$ cat src/rtl/wb_pkg.sv
// Shared widths, types and helpers for the register-file write-back path.
package wb_pkg;

    localparam int REG_IDX_W     = 5;
    localparam int DATA_W        = 32;
    localparam int NUM_ARCH_REGS = 32;

    localparam logic [REG_IDX_W-1:0] ZERO_REG = 5'd0;

    typedef logic [REG_IDX_W-1:0]     reg_idx_t;
    typedef logic [DATA_W-1:0]        reg_data_t;
    typedef logic [NUM_ARCH_REGS-1:0] reg_mask_t;

    // One-hot mask selecting a single architectural register.
    function automatic reg_mask_t idx_to_mask(input reg_idx_t idx);
        return reg_mask_t'(1) << idx;
    endfunction

endpackage

$ cat src/rtl/rr_arbiter.sv
// Round-robin arbiter: combinational one-hot grant, pointer advances past the
// granted requester whenever a grant is issued. Generic enough to share any port.
module rr_arbiter #(
    parameter int N = 3
) (
    input  logic         Clk,
    input  logic         Rst_n,
    input  logic [N-1:0] ReqValid,
    output logic [N-1:0] Grant
);

    localparam int PTR_W = (N > 1) ? $clog2(N) : 1;

    logic [PTR_W-1:0] ptr_reg;
    logic [PTR_W-1:0] ptr_next;
    logic [N-1:0]     upper_mask;
    logic [N-1:0]     upper_valid;
    logic [PTR_W-1:0] grant_idx;
    logic             grant_any;

    // Requesters at or after the pointer get first pick before wrapping.
    genvar gi;
    generate
        for (gi = 0; gi < N; gi++) begin : g_mask
            assign upper_mask[gi] = (ptr_reg <= PTR_W'(gi));
        end
    endgenerate

    assign upper_valid = ReqValid & upper_mask;
    assign grant_any   = |ReqValid;

    // Lowest-index valid requester in the upper window, else lowest overall.
    always_comb begin
        grant_idx = '0;
        if (|upper_valid) begin
            for (int i = N - 1; i >= 0; i--) begin
                if (upper_valid[i]) begin
                    grant_idx = PTR_W'(i);
                end
            end
        end else begin
            for (int i = N - 1; i >= 0; i--) begin
                if (ReqValid[i]) begin
                    grant_idx = PTR_W'(i);
                end
            end
        end
    end

    // Expand the winning index into the one-hot grant vector.
    generate
        for (gi = 0; gi < N; gi++) begin : g_grant
            assign Grant[gi] = grant_any && (grant_idx == PTR_W'(gi));
        end
    endgenerate

    // Next pointer sits just past the winner, wrapping at N.
    always_comb begin
        ptr_next = ptr_reg;
        if (grant_any) begin
            if (grant_idx == PTR_W'(N - 1)) begin
                ptr_next = '0;
            end else begin
                ptr_next = grant_idx + PTR_W'(1);
            end
        end
    end

    // Pointer register.
    always_ff @(posedge Clk or negedge Rst_n) begin
        if (!Rst_n) begin
            ptr_reg <= '0;
        end else begin
            ptr_reg <= ptr_next;
        end
    end

endmodule

$ cat src/rtl/rf_wb_arbiter.sv
// Write-back arbiter for the register file's single write port, plus a
// destination scoreboard flagging registers with an outstanding write.
module rf_wb_arbiter
    import wb_pkg::*;
#(
    parameter int NUM_REQ = 3
) (
    input  logic                         Clk,
    input  logic                         Rst_n,
    input  logic [NUM_REQ-1:0]           ReqValid,
    input  logic [REG_IDX_W*NUM_REQ-1:0] ReqReg,
    input  logic [DATA_W*NUM_REQ-1:0]    ReqData,
    output logic [NUM_REQ-1:0]           ReqReady,
    input  logic                         Reserve,
    input  logic [REG_IDX_W-1:0]         ReserveReg,
    output logic                         RegWrite,
    output logic [REG_IDX_W-1:0]         WriteReg,
    output logic [DATA_W-1:0]            WriteData,
    output logic [NUM_ARCH_REGS-1:0]     Busy,
    output logic                         Err
);

    reg_idx_t  req_reg_f  [NUM_REQ];
    reg_data_t req_data_f [NUM_REQ];

    reg_idx_t  sel_reg;
    reg_data_t sel_data;
    logic      transfer;

    logic      regwrite_reg,   regwrite_next;
    reg_idx_t  write_reg_reg,  write_reg_next;
    reg_data_t write_data_reg, write_data_next;
    reg_mask_t busy_reg,       busy_next;
    logic      err_reg,        err_next;

    reg_mask_t set_mask;
    reg_mask_t clr_mask;
    logic      reserve_conflict;
    logic      write_unclaimed;

    // The register file always accepts, so the grant depends only on requests.
    rr_arbiter #(
        .N (NUM_REQ)
    ) u_arb (
        .Clk      (Clk),
        .Rst_n    (Rst_n),
        .ReqValid (ReqValid),
        .Grant    (ReqReady)
    );

    // Unpack the flat requester buses into per-requester fields.
    genvar gi;
    generate
        for (gi = 0; gi < NUM_REQ; gi++) begin : g_unpack
            assign req_reg_f[gi]  = ReqReg[REG_IDX_W*gi +: REG_IDX_W];
            assign req_data_f[gi] = ReqData[DATA_W*gi +: DATA_W];
        end
    endgenerate

    assign transfer = |(ReqValid & ReqReady);

    // AND-OR mux of the granted requester's destination and data.
    always_comb begin
        sel_reg  = '0;
        sel_data = '0;
        for (int i = 0; i < NUM_REQ; i++) begin
            if (ReqReady[i]) begin
                sel_reg  = sel_reg  | req_reg_f[i];
                sel_data = sel_data | req_data_f[i];
            end
        end
    end

    // Output stage: writes to the zero register are accepted but not strobed.
    always_comb begin
        regwrite_next   = 1'b0;
        write_reg_next  = write_reg_reg;
        write_data_next = write_data_reg;
        if (transfer && (sel_reg != ZERO_REG)) begin
            regwrite_next   = 1'b1;
            write_reg_next  = sel_reg;
            write_data_next = sel_data;
        end
    end

    // Scoreboard: a write retires at the edge the register file captures it;
    // a claim at that same edge re-arms the bit for the newer producer.
    assign set_mask  = (Reserve && (ReserveReg != ZERO_REG)) ? idx_to_mask(ReserveReg) : '0;
    assign clr_mask  = regwrite_reg ? idx_to_mask(write_reg_reg) : '0;
    assign busy_next = (busy_reg & ~clr_mask) | set_mask;

    // Protocol errors: double claim of a still-pending register, or a write
    // arriving for a register nobody claimed.
    assign reserve_conflict = |(set_mask & busy_reg & ~clr_mask);
    assign write_unclaimed  = transfer && (sel_reg != ZERO_REG) &&
                              !(|(idx_to_mask(sel_reg) & busy_reg));

    // Error flag is sticky until reset.
    always_comb begin
        err_next = err_reg | reserve_conflict | write_unclaimed;
    end

    // State registers; reset drops any in-flight write.
    always_ff @(posedge Clk or negedge Rst_n) begin
        if (!Rst_n) begin
            regwrite_reg   <= 1'b0;
            write_reg_reg  <= '0;
            write_data_reg <= '0;
            busy_reg       <= '0;
            err_reg        <= 1'b0;
        end else begin
            regwrite_reg   <= regwrite_next;
            write_reg_reg  <= write_reg_next;
            write_data_reg <= write_data_next;
            busy_reg       <= busy_next;
            err_reg        <= err_next;
        end
    end

    assign RegWrite  = regwrite_reg;
    assign WriteReg  = write_reg_reg;
    assign WriteData = write_data_reg;
    assign Busy      = busy_reg;
    assign Err       = err_reg;

endmodule

$ cat config.mk
export PLATFORM = sky130hd
export DESIGN_NAME = rf_wb_arbiter
export DESIGN_NICKNAME = d
export VERILOG_FILES = /design/src/rtl/wb_pkg.sv /design/src/rtl/rr_arbiter.sv /design/src/rtl/rf_wb_arbiter.sv
export SDC_FILE = /design/constraint.sdc
export NUM_CORES = 1
export LEC_CHECK = 0
export BUFFER_PORTS_ARGS = -buffer_cell sky130_fd_sc_hd__buf_2
export CORE_MARGIN = 8
export CORE_UTILIZATION = 40
export CTS_BUF_LIST = sky130_fd_sc_hd__clkbuf_4 sky130_fd_sc_hd__clkbuf_8
export DETAILED_ROUTE_END_ITERATION = 8
export HOLD_SLACK_MARGIN = 0.02
export PLACE_DENSITY_LB_ADDON = 0.1
export SYNTH_ARGS = -nofsm -noshare
export SYNTH_HDL_FRONTEND = slang
export SYNTH_SLANG_ARGS = --single-unit
$ cat constraint.sdc
create_clock -name Clk -period 4.2 [get_ports Clk]
set_clock_uncertainty 0.15 [all_clocks]
set_input_delay 0.84 -clock Clk [delete_from_list [all_inputs] [get_ports Clk]]
set_output_delay 0.84 -clock Clk [all_outputs]
set_load 0.005 [all_outputs]
==> impl_metrics.py, run 1 <==
metrics = {
    "clock_tree": {
        "path_clk_slew_ns": 0.08,
        "cts_hold_buf": 0,
        "clk_path_buf_depth": 2,
        "cts_tree": "done",
        "cts_setup_buffers": 0,
        "sinks_on_clock_net": 73,
        "numCtsBuffers": 9,
        "h-tree-depth": 3,
        "worst_skew_pair.late_latency_ns": 0.34,
        "cts_resized": 0,
        "cts_root_buffer": "sky130_fd_sc_hd__clkbuf_8",
    },
    "finish": {
        "fraction_of_layout_cells_with_a_size_suffix_above_1_pct": 36.7,
        "final_core_utilization_pct": 53.9,
        "syn2layout_area_growth_pct": 30.9,
        "finalInstanceArea_um2": 5260,
        "fin_cells": 766,
        "final_net_count": 751,
        "antennaDiodeCount": 0,
    },
    "timing": {
        "count_of_endpoints_failing_setup_in_the_final_report": 0,
        "achievable-frequency_ghz": 0.304,
        "rsz0062_at_grt": "no",
        "finalWorstSetupSlack_ns": 0.905,
        "setup_total_negative_slack_ns": 0,
        "hold_violations": 0,
        "timing_worst_slew_pin_value_ns": 1.02,
        "post-route-period-util_pct": 78.4,
        "timing_max_transition_violations_final": 0,
        "maxSlewHeadroom_pct": 32.0,
        "final.min_clock_period_ns": 3.29,
    },
    "route": {
        "route.detailed.drc": 0,
        "detail_route.iter0.violations": 550,
        "route.detailed.vias_per_inst": 5.89,
        "drtAntennaViolNets": 0,
        "wl_mm": 15.7,
        "drt_pass1_iterations": 8,
        "routed-via-count": 4515,
        "route.detailed.wl_per_inst_um": 20.5,
    },
    "power": {
        "vdd.ir_drop.worst_mv": 0.327,
        "power.internal_w": 0.00168,
        "p_seq_share_pct": 43.1,
        "clkPwrFrac_pct": 19.7,
        "pwr_density_cell_nw_per_um2": 526,
        "power.static_leakage_nw": 2.46,
        "power.switching_fraction_pct": 39.4,
        "comb_power_share_pct": 37.2,
        "total_switching_power_w": 0.00109,
    },
    "logic_synthesis": {
        "synth_edf_count": 0,
        "synth-warning-count": 0,
        "avgSynthCellArea_um2": 9.02,
        "synth_cell_type_count": 57,
        "synth_fp_nets": 568,
        "sequential_fraction_of_the_synthesis_area_pct": 45.4,
        "synth-seq-cells": 73,
        "post_synth_arst_share_pct": 100,
        "syn-cell-area_um2": 4020,
        "synth_flop_cell": "sky130_fd_sc_hd__dfrtp_1",
        "netlist_instances": 446,
    },
    "worst_hold_path": {
        "hold_path_class": "reg -> reg",
    },
    "die": {
        "initial_utilization_pct": 41.1,
        "die_w_um": 116,
        "row_count": 36,
        "pin_count": 196,
        "die_height_um": 116,
        "dieArea_um2": 13500,
        "core_footprint_um2": 9770,
    },
    "critical_path": {
        "cp.buffers_inverters": 1,
        "timing.critical_path.arrival_ns": 3.41,
        "critPathLaunchType": "input pin",
        "critical_path_class": "in -> reg",
        "critical_path_peak_fanout": 14,
        "timing.critical_path.max_delay_family": "compound AO/OA/AOI/OAI gates",
        "cp_cell_sequence": "buf_2 -> nor3b_1 -> o31a_1 -> a2bb2oi_1 -> and2_1 -> a41o_1 -> o32a_1 -> or4_1 -> o211ai_1",
        "maximum_cell_stage_delay_along_the_critical_path_ns": 0.53,
        "critPathRequiredTime_ns": 4.31,
        "worstSetupEndpointType": "flop",
        "cpMaxStageDelayCell": "sky130_fd_sc_hd__or4_1",
    },
    "placed_design": {
        "dp_cells": 751,
        "placement.io_buffers": 195,
        "dpl-instance-area_um2": 5070,
        "hpwl_detailed_mm": 12.3,
        "post_place_worst_slack_ns": 0.556,
        "gp_congestion": 0.955,
    },
    "global_route": {
        "grt_max_degree": 43,
        "number_of_global_route_vias_before_repair": 4343,
        "first_pass_grt_wire_length_mm": 23.6,
        "grt.total_usage_pct": 22.5,
        "grt-ovfl-total": 0,
        "antenna_found_initial": 0,
    },
    "outcome": {
        "status": "finished, final reports clean",
    },
    "job": {
        "max-cap-violations": 0,
    },
}
==> path summary, 6_finish.rpt <==
kind | startpoint | endpoint | slack (ns) | depth (start not counted)
setup / recovery | ReqValid[1] | Err$_DFF_PN0_ | 0.91 | 9
hold / removal | WriteData[25]$_DFFE_PN0P_ | WriteData[25]$_DFFE_PN0P_ | 0.38 | 2
setup reg to reg | u_arb.ptr_reg[1]$_DFFE_PN0P_ | Err$_DFF_PN0_ | 1.08 | 8
hold reg to reg | WriteData[25]$_DFFE_PN0P_ | WriteData[25]$_DFFE_PN0P_ | 0.38 | 2
max in group asynchronous | Rst_n | Busy[11]$_DFF_PN0_ | 2.38 | 2
min in group asynchronous | Rst_n | WriteData[5]$_DFFE_PN0P_ | 0.51 | 1
==> cells by family after synthesis <==
| logic type | synth area share, % |
|---|---|
| buffers and inverters | 4.60 |
| and+or+nand+nor | 19.5 |
| AOI/OAI and AO/OA | 30.2 |
| muxes | 0.249 |
| DFF | 45.4 |
==> power by group through the flow <==
stage          sequential (W)  clock (W)  combinational [W]
5_1_grt               0.00122   0.000592            0.00114
2_1_floorplan         0.00114          0           0.000520
3_3_place_gp          0.00120          0            0.00102
6_report              0.00119   0.000547            0.00103
4_1_cts               0.00119   0.000569            0.00104
3_5_place_dp          0.00120          0            0.00103
==> area by class of cell <==
| type | count | area [um^2] |
|---|---|---|
| Tap cell | 133 | 166 |
| Fill cell | 970 | 4510 |
| Inverter | 9 | 33.8 |
| Sequential cell | 73 | 1830 |
| Clock buffer | 12 | 146 |
| Timing Repair Buffer | 203 | 1040 |
| Multi-Input combinational cell | 333 | 2010 |
| Clock inverter | 3 | 42.5 |
==> tightest hold or removal path, cell delays in order (launching register included) <==
cell	delay, ns
sky130_fd_sc_hd__dfrtp_1	0.34
sky130_fd_sc_hd__nor2_1	0.05
sky130_fd_sc_hd__a21oi_1	0.10
==> metrics by stage <==
stage | power [W] | hold slack [ns]
4_1_cts | 0.00279 | 0.382
3_3_place_gp | 0.00222 | 0.357
5_1_grt | 0.00295 | 0.403
3_5_place_dp | 0.00223 | 0.364
6_report | 0.00277 | 0.376
2_1_floorplan | 0.00166 | 0.354
==> layout by cell type (no fill, tap or decap), types with 5 or more instances in the layout <==
cell,count
sky130_fd_sc_hd__a21oi_1,37
sky130_fd_sc_hd__a222oi_1,33
sky130_fd_sc_hd__and2_1,5
sky130_fd_sc_hd__buf_2,195
sky130_fd_sc_hd__buf_4,8
sky130_fd_sc_hd__clkbuf_8,9
sky130_fd_sc_hd__dfrtp_1,73
sky130_fd_sc_hd__inv_1,9
sky130_fd_sc_hd__nand2_1,33
sky130_fd_sc_hd__nand2b_1,7
sky130_fd_sc_hd__nand3_1,18
sky130_fd_sc_hd__nand4_1,13
sky130_fd_sc_hd__nor2_1,42
sky130_fd_sc_hd__nor3_1,11
sky130_fd_sc_hd__o21ai_0,62
sky130_fd_sc_hd__o22ai_1,5
sky130_fd_sc_hd__or3_1,6
==> synth_stat cells, drive strengths merged, types with 2 or more instances <==
cell / count / area [um^2]
dfrtp: 73 / 1830
o21ai: 62 / 310
nor2: 44 / 168
a21oi: 37 / 185
nand2: 34 / 130
a222oi: 33 / 330
clkbuf: 22 / 83.8
nand3: 18 / 90.1
nand4: 13 / 81.3
nor3: 11 / 55.1
buf: 9 / 67.6
inv: 9 / 33.8
nand2b: 7 / 43.8
or3: 6 / 37.5
and2: 5 / 31.3
o22ai: 5 / 31.3
a2bb2oi: 4 / 65.1
and4: 4 / 37.5
nor2b: 4 / 25.0
nand3b: 3 / 22.5
nor4: 3 / 18.8
o2111ai: 3 / 26.3
a211oi: 2 / 15.0
a21bo: 2 / 20.0
a221o: 2 / 20.0
a221oi: 2 / 17.5
a31oi: 2 / 12.5
nor3b: 2 / 15.0
o21a: 2 / 16.3
o22a: 2 / 17.5
o31a: 2 / 17.5
o32ai: 2 / 17.5
or2: 2 / 12.5
or4: 2 / 15.0
==> metal layers <==
metal	GRT usage [%]	up-vias	part of all wire, %
met3	5.53	19	11
met5	0	-	0
met1	28.7	2140	40
met4	6.83	0	1.4
li1	-	2098	-
met2	36.7	258	48
No activity file was read; power rests on OpenSTA's default activity.
==> run 2: changes to the inputs <==
==> constraint.sdc (replaced) <==
create_clock -name Clk -period 2.7 [get_ports Clk]
set_clock_uncertainty 0.15 [all_clocks]
set_input_delay 0.54 -clock Clk [delete_from_list [all_inputs] [get_ports Clk]]
set_output_delay 0.54 -clock Clk [all_outputs]
set_load 0.005 [all_outputs]
==> run 2 against run 1 <==
Clock power increased by 62%. Combinational power rose by 79%. Non-clock buffer count increased by 46. Sequential power increased by 53%. The flow now finishes with violations (setup timing). Global-route usage down 0.37 points. Sequential cell count unchanged. Die area unchanged. Final cell count grew 6.0%. Hold slack worse by 0.32 ns. Largest cell class unchanged. Worst setup slack lost 0.94 ns. Highest routed layer unchanged. Via count is 4.2% higher. Critical path type is now reg -> reg. Sequential share of layout area is 3.0 points lower.
==> impl_metrics.py, run 2 (synthesis results as in run 1) <==
metrics = {
    "finish": {
        "antennaDiodeCount": 0,
        "fraction_of_layout_cells_with_a_size_suffix_above_1_pct": 43.3,
        "syn2layout_area_growth_pct": 43.5,
        "fillers": 890,
        "final_net_count": 797,
        "final_cell_mix": "sky130_fd_sc_hd__buf_2, sky130_fd_sc_hd__dfrtp_1, sky130_fd_sc_hd__o21ai_0",
        "final_common_cell": "sky130_fd_sc_hd__buf_2",
    },
    "placed_design": {
        "hpwl_detailed_mm": 12.3,
        "post_place_worst_slack_ns": -0.244,
        "placement.io_buffers": 195,
        "gp_congestion": 1.00,
    },
    "critical_path": {
        "critical_path_class": "reg -> reg",
        "critical_path_peak_fanout": 5,
        "critPathLaunchType": "flop",
        "worstSetupEndpointType": "flop",
        "timing.critical_path.arrival_ns": 2.85,
        "r2r_start": "u_arb.ptr_reg[1]$_DFFE_PN0P_",
        "critPathRequiredTime_ns": 2.82,
        "ff2ff_setup_slack_ns": -0.03,
        "crit_start": "u_arb.ptr_reg[1]$_DFFE_PN0P_",
    },
    "die": {
        "dieArea_um2": 13500,
        "die_height_um": 116,
        "row_count": 36,
        "initial_utilization_pct": 41.1,
        "core_footprint_um2": 9770,
        "die_w_um": 116,
        "pin_count": 196,
    },
    "timing": {
        "hold_slack_ns": 0.0541,
        "maxSlewHeadroom_pct": 65.6,
        "post-route-period-util_pct": 101,
        "final.min_clock_period_ns": 2.73,
        "count_of_endpoints_failing_setup_in_the_final_report": 1,
        "finalWorstSetupSlack_ns": -0.0341,
        "rsz0062_at_grt": "yes",
        "hold_violations": 0,
        "timing_max_transition_violations_final": 0,
        "timing_worst_slew_pin_value_ns": 0.511,
        "achievable-frequency_ghz": 0.366,
    },
    "clock_tree": {
        "cts_hold_buf": 0,
        "path_clk_slew_ns": 0.08,
        "worst_skew_pair.late_latency_ns": 0.35,
        "clk_path_buf_depth": 2,
        "h-tree-depth": 3,
        "numCtsBuffers": 9,
        "cts_root_buffer": "sky130_fd_sc_hd__clkbuf_8",
        "sinks_on_clock_net": 73,
        "cts_tree": "done",
    },
    "route": {
        "top_layer_used": "met4",
        "drtAntennaViolNets": 0,
        "met1_length_mm": 6.11,
        "route.detailed.wl_per_inst_um": 19.8,
        "route.detailed.vias_per_inst": 5.79,
        "detail_route.iter0.violations": 431,
        "met3_wirelength_mm": 1.74,
        "routed-via-count": 4705,
        "route.detailed.drc": 0,
        "wl_met2_mm": 7.87,
        "wl_mm": 16.1,
        "drt_pass1_iterations": 6,
    },
    "global_route": {
        "grt_max_degree": 74,
        "grt.total_usage_pct": 22.1,
        "number_of_global_route_vias_before_repair": 4608,
        "grt-ovfl-total": 0,
        "antenna_found_initial": 0,
        "first_pass_grt_wire_length_mm": 23.5,
    },
    "power": {
        "pwr_density_cell_nw_per_um2": 787,
        "vdd.ir_drop.worst_mv": 0.556,
        "power.static_leakage_nw": 2.72,
        "design_power_total_w": 0.00454,
    },
    "outcome": {
        "violations": "setup timing",
        "status": "finished, violations left",
    },
    "worst_hold_path": {
        "hold_path_class": "in -> async",
    },
    "job": {
        "max-cap-violations": 0,
    },
}
==> run 2: cell types whose count changed in the layout (fill, tap and decap cells not counted), sizes merged <==
cell  change
inv       +1
buf      +45
==> run 2: worst max-delay path: stages (launching register included) <==
cell and delay [ns]:
sky130_fd_sc_hd__dfrtp_1 0.41, sky130_fd_sc_hd__nor2b_1 0.15, sky130_fd_sc_hd__o31a_1 0.35, sky130_fd_sc_hd__buf_6 0.16
sky130_fd_sc_hd__a2bb2oi_4 0.21, sky130_fd_sc_hd__and2_4 0.19, sky130_fd_sc_hd__nor2_1 0.05, sky130_fd_sc_hd__a221o_1 0.35
sky130_fd_sc_hd__or4_4 0.52, sky130_fd_sc_hd__o211ai_1 0.11
==> run 2: routing by layer <==
layer | GRT usage (%) | vias up
met5 | 0 | -
met4 | 8.82 | 0
met3 | 5.69 | 27
met2 | 38.0 | 256
met1 | 25.8 | 2232
li1 | - | 2190
==> run 2: path summary, 6_finish.rpt <==
path,cells after the start,endpoint
min in group Clk,3,WriteData[29]$_DFFE_PN0P_
min,2,WriteData[17]$_DFFE_PN0P_
max reg2reg,9,Err$_DFF_PN0_
max in group asynchronous,2,Busy[21]$_DFF_PN0_
max,9,Err$_DFF_PN0_
min reg2reg,2,WriteData[29]$_DFFE_PN0P_
==> run 2: repair_timing <==
| item | in CTS | in global routing |
|---|---|---|
| cloned | 0 | 2 |
| pin swaps | 9 | 8 |
| resized for setup | 9 | 15 |
| buffers inserted | 3 | 3 |
| setup endpoints to repair | 1 | 39 |
==> run 2: power by group <==
group	leakage (nW)	total [W]	switching [W]	internal [W]
clock network	0.102	0.000885	0.000411	0.000474
registers	0.865	0.00182	0.000342	0.00147
logic	1.75	0.00184	0.000998	0.000843
total	2.72	0.00454	0.00175	0.00279
==> run 2: final cells by class <==
type / instances / area [um^2] / share of cell area [%]
sequential: 73 / 1830 / 31.7
inverter: 9 / 33.8 / 0.586
clock inverter: 4 / 51.3 / 0.889
multi-input combinational: 333 / 2110 / 36.5
tap: 133 / 166 / 2.88
clock buffer: 11 / 151 / 2.62
timing repair buffer: 249 / 1430 / 24.9
==> run 2: metrics by stage <==
| step | utilization, % | area (um^2) | std cells | setup TNS [ns] |
|---|---|---|---|---|
| 6_report | 59.0 | 5770 | 812 | -0.0341 |
| 4_1_cts | 57.9 | 5660 | 807 | 0 |
| 2_1_floorplan | - | 4040 | 446 | -0.0125 |
| 3_3_place_gp | 55.2 | 5390 | 789 | -2.04 |
| 3_5_place_dp | 55.2 | 5390 | 789 | -3.05 |
| 5_1_grt | 59.0 | 5770 | 812 | -0.126 |
